$ cat config.mk
export PLATFORM = sky130hd
export DESIGN_NAME = fft_frame_sequencer
export DESIGN_NICKNAME = d
export VERILOG_FILES = /design/src/rtl/fft_pkg.sv /design/src/rtl/fft_result_buffer.sv /design/src/rtl/fft_frame_sequencer.sv
export SDC_FILE = /design/constraint.sdc
export NUM_CORES = 2
export LEC_CHECK = 0
export ABC_CLOCK_PERIOD_IN_PS = 3300
export BUFFER_PORTS_ARGS = -buffer_cell sky130_fd_sc_hd__buf_2
export CORE_AREA = 2 2 647 649
export CTS_CLUSTER_SIZE = 24
export DETAILED_ROUTE_END_ITERATION = 12
export DIE_AREA = 0 0 649 651
export GPL_TIMING_DRIVEN = 0
export HOLD_SLACK_MARGIN = 0.1
export PLACE_DENSITY = 0.31
export SYNTH_ARGS = -nofsm -noshare
export SYNTH_HDL_FRONTEND = slang
export SYNTH_SLANG_ARGS = --single-unit
$ cat constraint.sdc
create_clock -name clk -period 3.3 [get_ports clk]
set_clock_uncertainty 0.15 [all_clocks]
set_input_delay 0.66 -clock clk [delete_from_list [all_inputs] [get_ports clk]]
set_output_delay 0.66 -clock clk [all_outputs]
set_load 0.02 [all_outputs]
$ cat src/rtl/fft_pkg.sv
// fft_pkg: shared state encoding and core array layout helper for the FFT frame sequencer.
package fft_pkg;

    typedef enum logic [1:0] {LOAD, COMPUTE, UNLOAD} seq_state_t;

    // Bit offset of element k in a packed {re, im} array whose components are ew bits wide.
    function automatic int elem_lo(input int k, input int ew);
        return 2 * k * ew;
    endfunction

endpackage

$ cat src/rtl/fft_result_buffer.sv
// fft_result_buffer: N-entry capture register of packed complex results with an indexed read mux.
module fft_result_buffer
    import fft_pkg::*;
#(
    parameter int N  = 16,
    parameter int OW = 32,
    parameter int IW = $clog2(N)
) (
    input  logic              clk,
    input  logic              rst_n,
    input  logic              capture_i,
    input  logic [N*2*OW-1:0] data_i,
    input  logic [IW-1:0]     idx_i,
    output logic [OW-1:0]     re_o,
    output logic [OW-1:0]     im_o
);

    logic [N*2*OW-1:0] buf_q;

    always_ff @(posedge clk or negedge rst_n) begin
        if (!rst_n) buf_q <= '0;
        else if (capture_i) buf_q <= data_i;
    end

    assign {re_o, im_o} = buf_q[elem_lo(int'(idx_i), OW) +: 2*OW];

endmodule

$ cat src/rtl/fft_frame_sequencer.sv
// fft_frame_sequencer: loads one frame into the combinational FFT core, waits SETTLE cycles,
// captures the result and streams it out in index order.
module fft_frame_sequencer
    import fft_pkg::*;
#(
    parameter int N      = 16,
    parameter int W      = 16,
    parameter int SETTLE = 2,
    parameter int IW     = $clog2(N)
) (
    input  logic                  clk,
    input  logic                  rst_n,
    input  logic                  flush,
    input  logic                  in_valid,
    output logic                  in_ready,
    input  logic [W-1:0]          in_re,
    input  logic [W-1:0]          in_im,
    input  logic                  in_inverse,
    output logic [N*2*W-1:0]      core_x,
    output logic                  core_sel,
    input  logic [N*2*(W+N)-1:0]  core_X,
    output logic                  out_valid,
    input  logic                  out_ready,
    output logic [W+N-1:0]        out_re,
    output logic [W+N-1:0]        out_im,
    output logic [IW-1:0]         out_index,
    output logic                  out_last,
    output logic                  busy
);

    localparam int SW = $clog2(SETTLE + 1);

    seq_state_t        state_q, state_d;
    logic [IW-1:0]     load_q, load_d, oidx_q, oidx_d;
    logic [SW-1:0]     settle_q, settle_d;
    logic              sel_q, sel_d;
    logic [N*2*W-1:0]  core_x_q;
    logic              ld_en, capture;

    always_ff @(posedge clk or negedge rst_n) begin
        if (!rst_n) begin
            state_q  <= LOAD;
            load_q   <= '0;
            oidx_q   <= '0;
            settle_q <= '0;
            sel_q    <= 1'b0;
            core_x_q <= '0;
        end else begin
            state_q  <= state_d;
            load_q   <= load_d;
            oidx_q   <= oidx_d;
            settle_q <= settle_d;
            sel_q    <= sel_d;
            if (ld_en) core_x_q[elem_lo(int'(load_q), W) +: 2*W] <= {in_re, in_im};
        end
    end

    always_comb begin
        state_d  = state_q;
        load_d   = load_q;
        oidx_d   = oidx_q;
        settle_d = settle_q;
        sel_d    = sel_q;
        ld_en    = 1'b0;
        capture  = 1'b0;
        // flush wins over any handshake in the same cycle
        if (flush) begin
            state_d  = LOAD;
            load_d   = '0;
            oidx_d   = '0;
            settle_d = '0;
            sel_d    = 1'b0;
        end else begin
            case (state_q)
                LOAD: if (in_valid) begin
                    ld_en  = 1'b1;
                    load_d = load_q + 1'b1;
                    sel_d  = (load_q == '0) ? in_inverse : sel_q;
                    if (load_q == IW'(N-1)) begin
                        state_d  = COMPUTE;
                        settle_d = '0;
                    end
                end
                COMPUTE: begin
                    settle_d = settle_q + 1'b1;
                    if (settle_q == SW'(SETTLE-1)) begin
                        capture = 1'b1;
                        state_d = UNLOAD;
                        oidx_d  = '0;
                    end
                end
                UNLOAD: if (out_ready) begin
                    oidx_d  = oidx_q + 1'b1;
                    state_d = (oidx_q == IW'(N-1)) ? LOAD : UNLOAD;
                end
                default: state_d = LOAD;
            endcase
        end
    end

    assign in_ready  = (state_q == LOAD);
    assign out_valid = (state_q == UNLOAD);
    assign busy      = (state_q != LOAD);
    assign out_index = oidx_q;
    assign out_last  = out_valid && (oidx_q == IW'(N-1));
    assign core_x    = core_x_q;
    assign core_sel  = sel_q;

    fft_result_buffer #(.N(N), .OW(W+N), .IW(IW)) u_buf (
        .clk       (clk),
        .rst_n     (rst_n),
        .capture_i (capture),
        .data_i    (core_X),
        .idx_i     (oidx_q),
        .re_o      (out_re),
        .im_o      (out_im)
    );

endmodule

==> reports/qor.csv <==
metric,value,unit
run status,finished with violations,
failing checks,negative setup slack,
final worst-path setup slack,-0.6504,ns
first-pass GRT wire length,620700,um
CTS HTree Levels,4,
cell type with the largest total area after synthesis,sky130_fd_sc_hd__dfrtp_1,
top-level port count,1647,
RSZ-0062 raised after global routing,yes,
time the final worst path needs with I/O delays and setup,3.950,ns
number of optimization iterations in the first detailed-route pass,5,
depth of the worst register-to-register path,8,
path category of the worst min-delay check,primary input to async pin,
fraction of the yosys area taken by sequential cells,0.5682,
Post-synth EDFFs,0,
overall track demand over capacity in global routing,0.2208,
data arrival time of the worst path,3.14,ns
share of cells above drive strength 1,0.4770,
final number of setup-violating endpoints,64,
CP max FO,7,
half-perimeter wire length after placement,378200,um
final-layout setup total negative slack,-35.33,ns
"most common cell after layout, fill and taps aside",sky130_fd_sc_hd__buf_2,
Longest Clk Path Bufs,4,
starting DRC count in detailed routing,3325,
starting density of the core,0.1642,
full die area,422500,um2
final estimated routing congestion in global placement,0.8467,
core box area,415400,um2
element type at the critical path end,primary output,
chip width,649,um
initial antenna violation count,290,
floorplan row count,237,
number of nets with antenna violations after detailed routing,0,
crit path launch type,flop,
DRC violations left,0,
net count of the mapped netlist,6255,
area delta synth->final,62.17,%
Die H,651,um
Leak Pwr,49.37,nW
standard cell with the maximum stage delay on the critical path,sky130_fd_sc_hd__dfrtp_4,
buffers plus inverters on the worst setup path,6,
ratio of routed vias to standard cells,4.169,
Final Hold Violating Endpoints,0,
"Slew Viols, Final",0,
GRT overflow,0,
power density normalized to cell area,455.7,nW/um2
"delay-heaviest family, CP",buffers and inverters,
clk sinks,1549,
average routed wire per standard cell,34.37,um
delay of the slowest cell on the worst path,0.58,ns
via count of the first global-routing pass,62910,
required time of the worst setup path,2.49,ns
leading register cell type out of synthesis,sky130_fd_sc_hd__dfrtp_1,
number of port buffers,1644,
area share of the leading cell type in the synthesized netlist,0.5682,
"Cell Area, Synth",68220,um2
cell-by-cell listing of the critical path,and2_4 -> clkbuf_16 -> buf_16 -> clkbuf_16 -> buf_6 -> a221oi_4 -> buf_12 -> o21ai_2 -> nand2_1 -> buf_6,
worst flop-to-flop path endpoint,core_x[95]$_DFFE_PN0P_,
max-cap violations,0,
largest cells by area after synthesis,"sky130_fd_sc_hd__dfrtp_1 (57%), sky130_fd_sc_hd__mux2_2 (18%), sky130_fd_sc_hd__mux2i_1 (6.6%), sky130_fd_sc_hd__mux4_2 (4.2%), sky130_fd_sc_hd__o21ai_0 (3.4%)",
worst relative slew slack,0.03677,
Yosys warning total,0,
share of flip-flops with an asynchronous set or reset,1.000,
buffer type at the clock tree root,sky130_fd_sc_hd__clkbuf_16,
Peak Freq,253.1,MHz
slack of the worst reg-to-reg path,0.08,ns
total number of vias,59040,
type of the worst setup path,flop to primary output,
net count reported at finish,9437,
clock tree from TritonCTS,built,
Final period util,1.197,
WL final,486700,um
total clock buffers created by CTS,206,
Post-Synthesis Cells,5186,
worst setup slack after placement,-2.612,ns
clock-pin slew reported for the worst setup and hold paths after clock tree synthesis,0.06,ns
clock latency on the worst-skew pair,0.89,ns
count of cell types in the netlist,47,
"commonest cells after routing, fill and taps aside","sky130_fd_sc_hd__buf_2 (1,691), sky130_fd_sc_hd__dfrtp_1 (1,544), sky130_fd_sc_hd__mux2_2 (1,063)",
per-instance average area after synthesis,13.15,um2
maximum number of pins on one net before global-route repair,145,
Peak VDD IR,0.4454,mV
register bit count reported by yosys,1549,
worst-margin pin slew,1.445,ns
startpoint of the worst-slack reg-to-reg timing path,load_q[0]$_DFFE_PN0P_,
[cell usage after synthesis (15+ instances only)]
master                     instances
sky130_fd_sc_hd__mux2_2         1063
sky130_fd_sc_hd__nand2_1         445
sky130_fd_sc_hd__o21ai_0         466
sky130_fd_sc_hd__mux2_1           27
sky130_fd_sc_hd__o31ai_1          97
sky130_fd_sc_hd__mux4_2          128
sky130_fd_sc_hd__o21ai_1          15
sky130_fd_sc_hd__nor2_1           48
sky130_fd_sc_hd__a221oi_1        128
sky130_fd_sc_hd__dfrtp_1        1549
sky130_fd_sc_hd__inv_1           198
sky130_fd_sc_hd__buf_2           158
sky130_fd_sc_hd__mux2i_1         447
sky130_fd_sc_hd__nand3_1          15
sky130_fd_sc_hd__clkbuf_1        234
sky130_fd_sc_hd__a22oi_1          64
[stage by stage]
stage                     power (W)  instances  utilization  area, um2  hold WS, ns
after floorplan             0.02290       5186            -      68220       0.2144
after global placement      0.02594      12330       0.2006      83320       0.3240
after detailed placement    0.02605      12360       0.2024      84080       0.3262
after CTS                   0.05105      13960       0.2608     108400      -0.3079
after global routing        0.05231      14120       0.2661     110500      0.09909
final                       0.05041      14160       0.2663     110600      0.03042
[per-layer routing]
| metal | vias to the layer above | part of all wire | track usage |
|---|---|---|---|
| met3 | 882 | 0.049 | 0.04417 |
| met1 | 30680 | 0.36 | 0.2290 |
| li1 | 25270 | - | - |
| met2 | 2044 | 0.55 | 0.4317 |
| met5 | - | 0.0020 | 0 |
| met4 | 166 | 0.047 | 0.08270 |
[tightest hold or removal path, cell delays in order]
cell and delay (ns):
sky130_fd_sc_hd__buf_12 0.10, sky130_fd_sc_hd__buf_16 0.11, sky130_fd_sc_hd__buf_12 0.09, sky130_fd_sc_hd__buf_12 0.13
sky130_fd_sc_hd__buf_16 0.39
[power breakdown]
group	switching (W)	internal [W]
clock network	0.00980	0.0134
registers	0.000681	0.0201
logic	0.00365	0.00286
total	0.0141	0.0363
[flip-flops by register name, indices dropped and copies added, names as in the netlist]
name         flops
core_x         512
u_buf.buf_q   1024
settle_q         2
state_q          2
core_sel         1
load_q           4
out_index        4
[cells by family (layout without fill, tap and decap cells)]
group,count (synthesis),after routing,synth area share
compound gates,782,782,0.07070
xor+xnor,7,7,0.001009
fa+ha+maj,7,7,0.001284
buf+inv,614,3953,0.03718
flops,1549,1549,0.5682
mux,1665,1665,0.2878
other cells,0,139,0
simple gates,562,562,0.03386
[layout make-up]
class / count / area, um2
fill: 43830 / 304800
sequential: 1549 / 38780
multi-input combinational: 3023 / 29920
timing repair buffer: 2987 / 23660
tap: 5497 / 6878
clock buffer: 307 / 6056
buffer: 402 / 3568
inverter: 199 / 750.7
clock inverter: 58 / 681.9
antenna: 139 / 347.8
[how the worst max path moves through the flow]
stage	start	to	depth (start not counted)
after detailed placement	out_index[0]$_DFFE_PN0P_	out_re[11]	8
after CTS	out_index[0]$_DFFE_PN0P_	out_re[9]	11
after global placement	rst_n	u_buf.buf_q[761]$_DFFE_PN0P_	1
final	out_index[2]$_DFFE_PN0P_	out_re[9]	10
after global routing	out_index[1]$_DFFE_PN0P_	out_re[13]	10
after floorplan	out_index[0]$_DFFE_PN0P_	out_im[0]	5
[what timing repair did]
item                                    4_1_cts  5_1_grt
hold buffers                               1052       13
pin swaps                                   148      134
cloned                                       22       12
endpoints found under the setup margin     1339     1385
buffers inserted                            156       64
resized for setup                           922      347
endpoints found under the hold margin      1232      124
(Power assumes the default switching activity.)
